$ cat config.mk
export PLATFORM = sky130hd
export DESIGN_NAME = imem_loader
export DESIGN_NICKNAME = d
export VERILOG_FILES = /design/src/rtl/imem_loader.sv
export SDC_FILE = /design/constraint.sdc
export NUM_CORES = 1
export LEC_CHECK = 0
export BUFFER_PORTS_ARGS = -buffer_cell sky130_fd_sc_hd__clkbuf_2
export CAP_MARGIN = 20
export CORE_MARGIN = 1
export CORE_UTILIZATION = 57
export DETAILED_ROUTE_END_ITERATION = 12
export GPL_TIMING_DRIVEN = 0
export PLACE_DENSITY = 0.88
export SYNTH_ARGS = -nofsm -noshare
export SYNTH_HDL_FRONTEND = slang
export SYNTH_SLANG_ARGS = --single-unit
$ cat constraint.sdc
create_clock -name clk -period 3.8 [get_ports clk]
set_input_delay 0.57 -clock clk [delete_from_list [all_inputs] [get_ports clk]]
set_output_delay 0.57 -clock clk [all_outputs]
set_load 0.005 [all_outputs]
$ cat src/rtl/imem_loader.sv
// Byte-stream instruction-memory loader: receives a length-prefixed, XOR-checksummed frame,
// writes 32-bit words into IMEM, and releases the core only after a clean checksum.
module imem_loader #(
  parameter int ADDR_W = 10
) (
  input  logic              clk,
  input  logic              rst,
  input  logic              start,
  input  logic              in_valid,
  input  logic [7:0]        in_data,
  output logic              in_ready,
  output logic              imem_wen,
  output logic [ADDR_W-1:0] imem_addr,
  output logic [31:0]       imem_wdata,
  output logic              cpu_run,
  output logic              done,
  output logic              err,
  output logic [2:0]        dbg_state_o
);

  // Handshake: a byte moves only on a rising edge where in_valid && in_ready; in_ready
  // depends on state alone, so the sender may hold in_valid high indefinitely.
  typedef enum logic [2:0] {
    S_IDLE   = 3'd0,
    S_LEN_HI = 3'd1,
    S_LEN_LO = 3'd2,
    S_DATA   = 3'd3,
    S_CHK    = 3'd4,
    S_DONE   = 3'd5,
    S_ERR    = 3'd6
  } state_t;

  localparam logic [16:0] MAX_N = 17'd1 << ADDR_W;

  state_t              state_q, state_d;
  logic [15:0]         len_q;
  logic [1:0]          byte_idx_q;
  logic [ADDR_W-1:0]   word_idx_q;
  logic [23:0]         shift_q;
  logic [7:0]          csum_q;
  logic                wen_q;
  logic [ADDR_W-1:0]   addr_q;
  logic [31:0]         wdata_q;

  logic        xfer;
  logic        idle_like;
  logic [15:0] len_full;
  logic        last_byte;
  logic        last_word;

  assign xfer      = in_valid && in_ready;
  assign idle_like = (state_q == S_IDLE) || (state_q == S_DONE) || (state_q == S_ERR);
  assign len_full  = {len_q[15:8], in_data};
  assign last_byte = (byte_idx_q == 2'd3);
  assign last_word = (17'(word_idx_q) == (17'(len_q) - 17'd1));

  always_ff @(posedge clk or negedge rst) begin
    if (!rst) state_q <= S_IDLE;
    else      state_q <= state_d;
  end

  always_comb begin
    state_d = state_q;
    case (state_q)
      S_IDLE, S_DONE, S_ERR: if (start) state_d = S_LEN_HI;
      S_LEN_HI: if (xfer) state_d = S_LEN_LO;
      S_LEN_LO: begin
        if (xfer) begin
          if (len_full == 16'd0)             state_d = S_CHK;
          else if (17'(len_full) > MAX_N)    state_d = S_ERR;
          else                               state_d = S_DATA;
        end
      end
      S_DATA: if (xfer && last_byte && last_word) state_d = S_CHK;
      S_CHK: begin
        if (xfer) state_d = (in_data == csum_q) ? S_DONE : S_ERR;
      end
      default: state_d = S_IDLE;
    endcase
  end

  always_comb begin
    in_ready    = 1'b0;
    done        = 1'b0;
    err         = 1'b0;
    cpu_run     = 1'b0;
    dbg_state_o = state_q;
    case (state_q)
      S_LEN_HI, S_LEN_LO, S_DATA, S_CHK: in_ready = 1'b1;
      S_DONE: begin
        done    = 1'b1;
        cpu_run = 1'b1;
      end
      S_ERR:   err = 1'b1;
      default: ;
    endcase
  end

  // Datapath: the write strobe is a one-cycle pulse registered off the 4th byte, so a reset
  // before that edge discards the partial word held in shift_q.
  always_ff @(posedge clk or negedge rst) begin
    if (!rst) begin
      len_q      <= '0;
      byte_idx_q <= '0;
      word_idx_q <= '0;
      shift_q    <= '0;
      csum_q     <= '0;
      wen_q      <= 1'b0;
      addr_q     <= '0;
      wdata_q    <= '0;
    end else begin
      wen_q <= 1'b0;
      if (idle_like && start) begin
        len_q      <= '0;
        byte_idx_q <= '0;
        word_idx_q <= '0;
        shift_q    <= '0;
        csum_q     <= '0;
      end else if (xfer) begin
        case (state_q)
          S_LEN_HI: begin
            len_q[15:8] <= in_data;
            csum_q      <= csum_q ^ in_data;
          end
          S_LEN_LO: begin
            len_q[7:0] <= in_data;
            csum_q     <= csum_q ^ in_data;
          end
          S_DATA: begin
            csum_q     <= csum_q ^ in_data;
            byte_idx_q <= byte_idx_q + 2'd1;
            if (last_byte) begin
              wen_q      <= 1'b1;
              addr_q     <= word_idx_q;
              wdata_q    <= {shift_q, in_data};
              word_idx_q <= word_idx_q + 1'b1;
            end else begin
              shift_q <= {shift_q[15:0], in_data};
            end
          end
          default: ;
        endcase
      end
    end
  end

  assign imem_wen   = wen_q;
  assign imem_addr  = addr_q;
  assign imem_wdata = wdata_q;

endmodule

==> results_dict.tcl <==
set metrics [dict create \
    status "complete, no violations" \
    drtIter0Drc 344 \
    place_congestion 0.8649 \
    die_h_um 95.95 \
    htree_levels 3 \
    grt_pass1_vias 4132 \
    leakage_nw 2.847 \
    grt_overflow 0 \
    max_slew_margin_pct 50.06 \
    path_class "register to register" \
    clock_skew_ns 0.01168 \
    setup_violations 0 \
    ys_warn_count 0 \
    drc 0 \
    clk_pin_slew_ns 0.10 \
    ys_ff_latch 106 \
    setup.worst_path.end "dbg_state_o[1]" \
    holdCritPathClass "input port to async pin" \
    placed_cells_incl_taps 740 \
    rows 33 \
    viasPerCell 5.778 \
    syn_avg_cell_area_um2 8.719 \
    yosysMostFrequentCell "nand2_1" \
    cts_root_buffer "clkbuf_8" \
    r2r-end "dbg_state_o[1]" \
    syn_area_mm2 0.005031 \
    dieWidth_um 95.95 \
    regToRegSetupSlack_ns 0.89 \
    numCtsBuffers 9 \
    final_cells 757 \
    synth_edf_count 0 \
    io_buffer_count 57 \
    ys_top_cells_by_count "nand2_1, dfrtp_1, a21oi_1" \
    postCtsHoldBufs 0 \
    crit_buf_inv 3 \
    rsz0062_at_grt "false" \
    die_area_mm2 0.009206 \
    vias 4374 \
    ys_seq_area_share_pct 52.72 \
    cp.arrival_ns 3.17 \
    start_util_pct 60.02 \
    path_cells "buf_2 -> inv_1 -> ha_1 -> buf_6 -> or4b_1 -> o22ai_1 -> a21oi_1 -> a2111oi_4 -> a31oi_1 -> or4b_1" \
    postCtsSetupBuffers 0 \
    first_pass_iters 5 \
    wirelength_um 12050 \
    crit_cells 10 \
    pre_cts_ws_ns 0.9569 \
    grt_max_degree 56 \
    pin_count 62 \
    synthTopCellsByArea "dfrtp_1, nand2_1, xor2_1" \
    cts_max_path_buffers 2 \
    fin_crit_sh_pct 76.67 \
    worstMarginPinSlew_ns 0.7491 \
    placed_area_mm2 0.005478 \
    synth_flop_cell "dfrtp_1" \
    crit_fanout 10 \
    r2r_cells 10 \
    n_antenna_cell 0 \
    end_kind "register" \
    yosys.area.top_type_share_pct 52.72 \
    syn_inst 577 \
    yosysUniqueCellTypes 50 \
    cp_slowest_cell "or4b_1" \
    clock_sinks 106 \
    path_common_cell "or4b_1" \
    layout_min_cycle_time_ns 2.913 \
    cp-startpoint "len_q[0]" \
    layout_setup_ws_ns 0.8867 \
    dpl.hpwl_um 8450 \
    cts_tree "yes" \
    drv_slew 0 \
    finalPower_mw 3.300 \
    fmax_mhz 343.3 \
    maxCapViolations 0 \
    grt_pass1_wl_um 19560 \
    path_delay_family "simple AND/OR/NAND/NOR gates" \
    required_ns 4.06 \
    critPathMaxStageDelay_ns 0.52 \
    p_per_area_mw_per_mm2 580.8 \
    drive_gt1_share_pct 13.04 \
    yosysTopAreaCell "dfrtp_1" \
    nets 662 \
    start_kind "register" \
    grt_usage_pct 28.63 \
    syn_to_final_growth_pct 12.93 \
    insertion_delay_ns 0.37 \
    finalSetupTns_ns 0 \
    drtAntennaViolNets 0 \
    ir_drop_uv 405.9 \
    wl_per_cell_um 15.92 \
    async_flop_share_pct 100.0 \
    cts-resized-gates 0 \
    r2r-start "len_q[0]" \
    synth_nets 592 \
    antenna_found_initial 0 \
    final_area_mm2 0.005682 \
    hold_viol_final 0 \
    core-area_mm2 0.008382 \
]
-- where the power goes --
group	total, mW	internal, mW	switching, mW
clock network	0.683	0.284	0.400
registers	1.73	1.47	0.260
logic	0.882	0.364	0.518
total	3.30	2.12	1.18
-- metal layers --
layer  part of all wire, %  vias to the layer above  wire [um]  GRT usage [%]
met5                     0                        -          0              0
met4                   2.3                        0        276          11.69
met3                   6.6                       26        800          6.003
met2                    50                      186       5969          46.67
met1                    42                     2132       5004          37.41
li1                      -                     2030          -              -
-- logic make-up (layout without fill, tap and decap cells) --
kind of cell               Yosys count  after routing  share of synthesized area, %
and+or+nand+nor                    301            301                         25.86
DFF                                106            106                         52.72
AOI/OAI and AO/OA                   84             84                         10.17
buffers and inverters               46            121                         3.706
xor gates and xnor gates            36             36                         6.566
adders and majority gates            3              3                        0.7462
muxes                                1              1                        0.2238
-- worst min path at each step --
stage                     slack, ns  cells past startpoint             end
final                          0.27                      1   word_idx_q[9]
after global routing           0.33                      1   word_idx_q[9]
after floorplan                0.27                      0   byte_idx_q[0]
after detailed placement       0.45                      2  imem_wdata[26]
after CTS                      0.30                      1   word_idx_q[9]
after global placement         0.45                      2   imem_wdata[8]
-- cell usage in the layout, fill, tap and decap left out, types with 3 or more instances in the layout --
| master | count |
|---|---|
| o21ai_0 | 9 |
| nor2b_1 | 5 |
| nor3_1 | 6 |
| nand3_1 | 8 |
| a211oi_1 | 7 |
| and3_1 | 3 |
| clkbuf_1 | 27 |
| clkbuf_2 | 56 |
| xnor2_1 | 7 |
| dfrtp_1 | 106 |
| nor2_1 | 25 |
| nand2_1 | 222 |
| ha_1 | 3 |
| a31oi_1 | 7 |
| clkbuf_8 | 11 |
| or4_1 | 4 |
| inv_1 | 7 |
| and3b_1 | 3 |
| nand4_1 | 4 |
| buf_1 | 8 |
| nor4_1 | 4 |
| xor2_1 | 28 |
| a21oi_1 | 48 |
-- registers in the layout (all words and copies together) (netlist names) --
| name | count |
|---|---|
| dbg_state_o | 3 |
| imem_addr | 10 |
| word_idx_q | 10 |
| shift_q | 24 |
| len_q | 16 |
| csum_q | 8 |
| imem_wen | 1 |
| imem_wdata | 32 |
| byte_idx_q | 2 |
-- stage by stage --
stage	util, %	hold WS (ns)
floorplan	-	0.2744
global placement	64.99	0.4507
detailed placement	65.35	0.4542
CTS	67.70	0.3016
global route	67.79	0.3339
finish	67.79	0.2689
-- area by class of cell --
cell class | instances | area [um^2]
buffer | 39 | 160.2
inverter | 7 | 26.28
timing repair buffer | 59 | 322.8
clock inverter | 5 | 45.04
fill | 634 | 2700
sequential | 106 | 2653
multi-input combinational | 425 | 2192
clock buffer | 11 | 151.4
tap | 105 | 131.4
-- worst register-to-register path, stage by stage, from the launching register on --
cell	delay (ns)
dfrtp_1	0.33
buf_2	0.19
inv_1	0.07
ha_1	0.20
buf_6	0.14
or4b_1	0.52
o22ai_1	0.15
a21oi_1	0.13
a2111oi_4	0.35
a31oi_1	0.19
or4b_1	0.52
(Power assumes the default switching activity.)
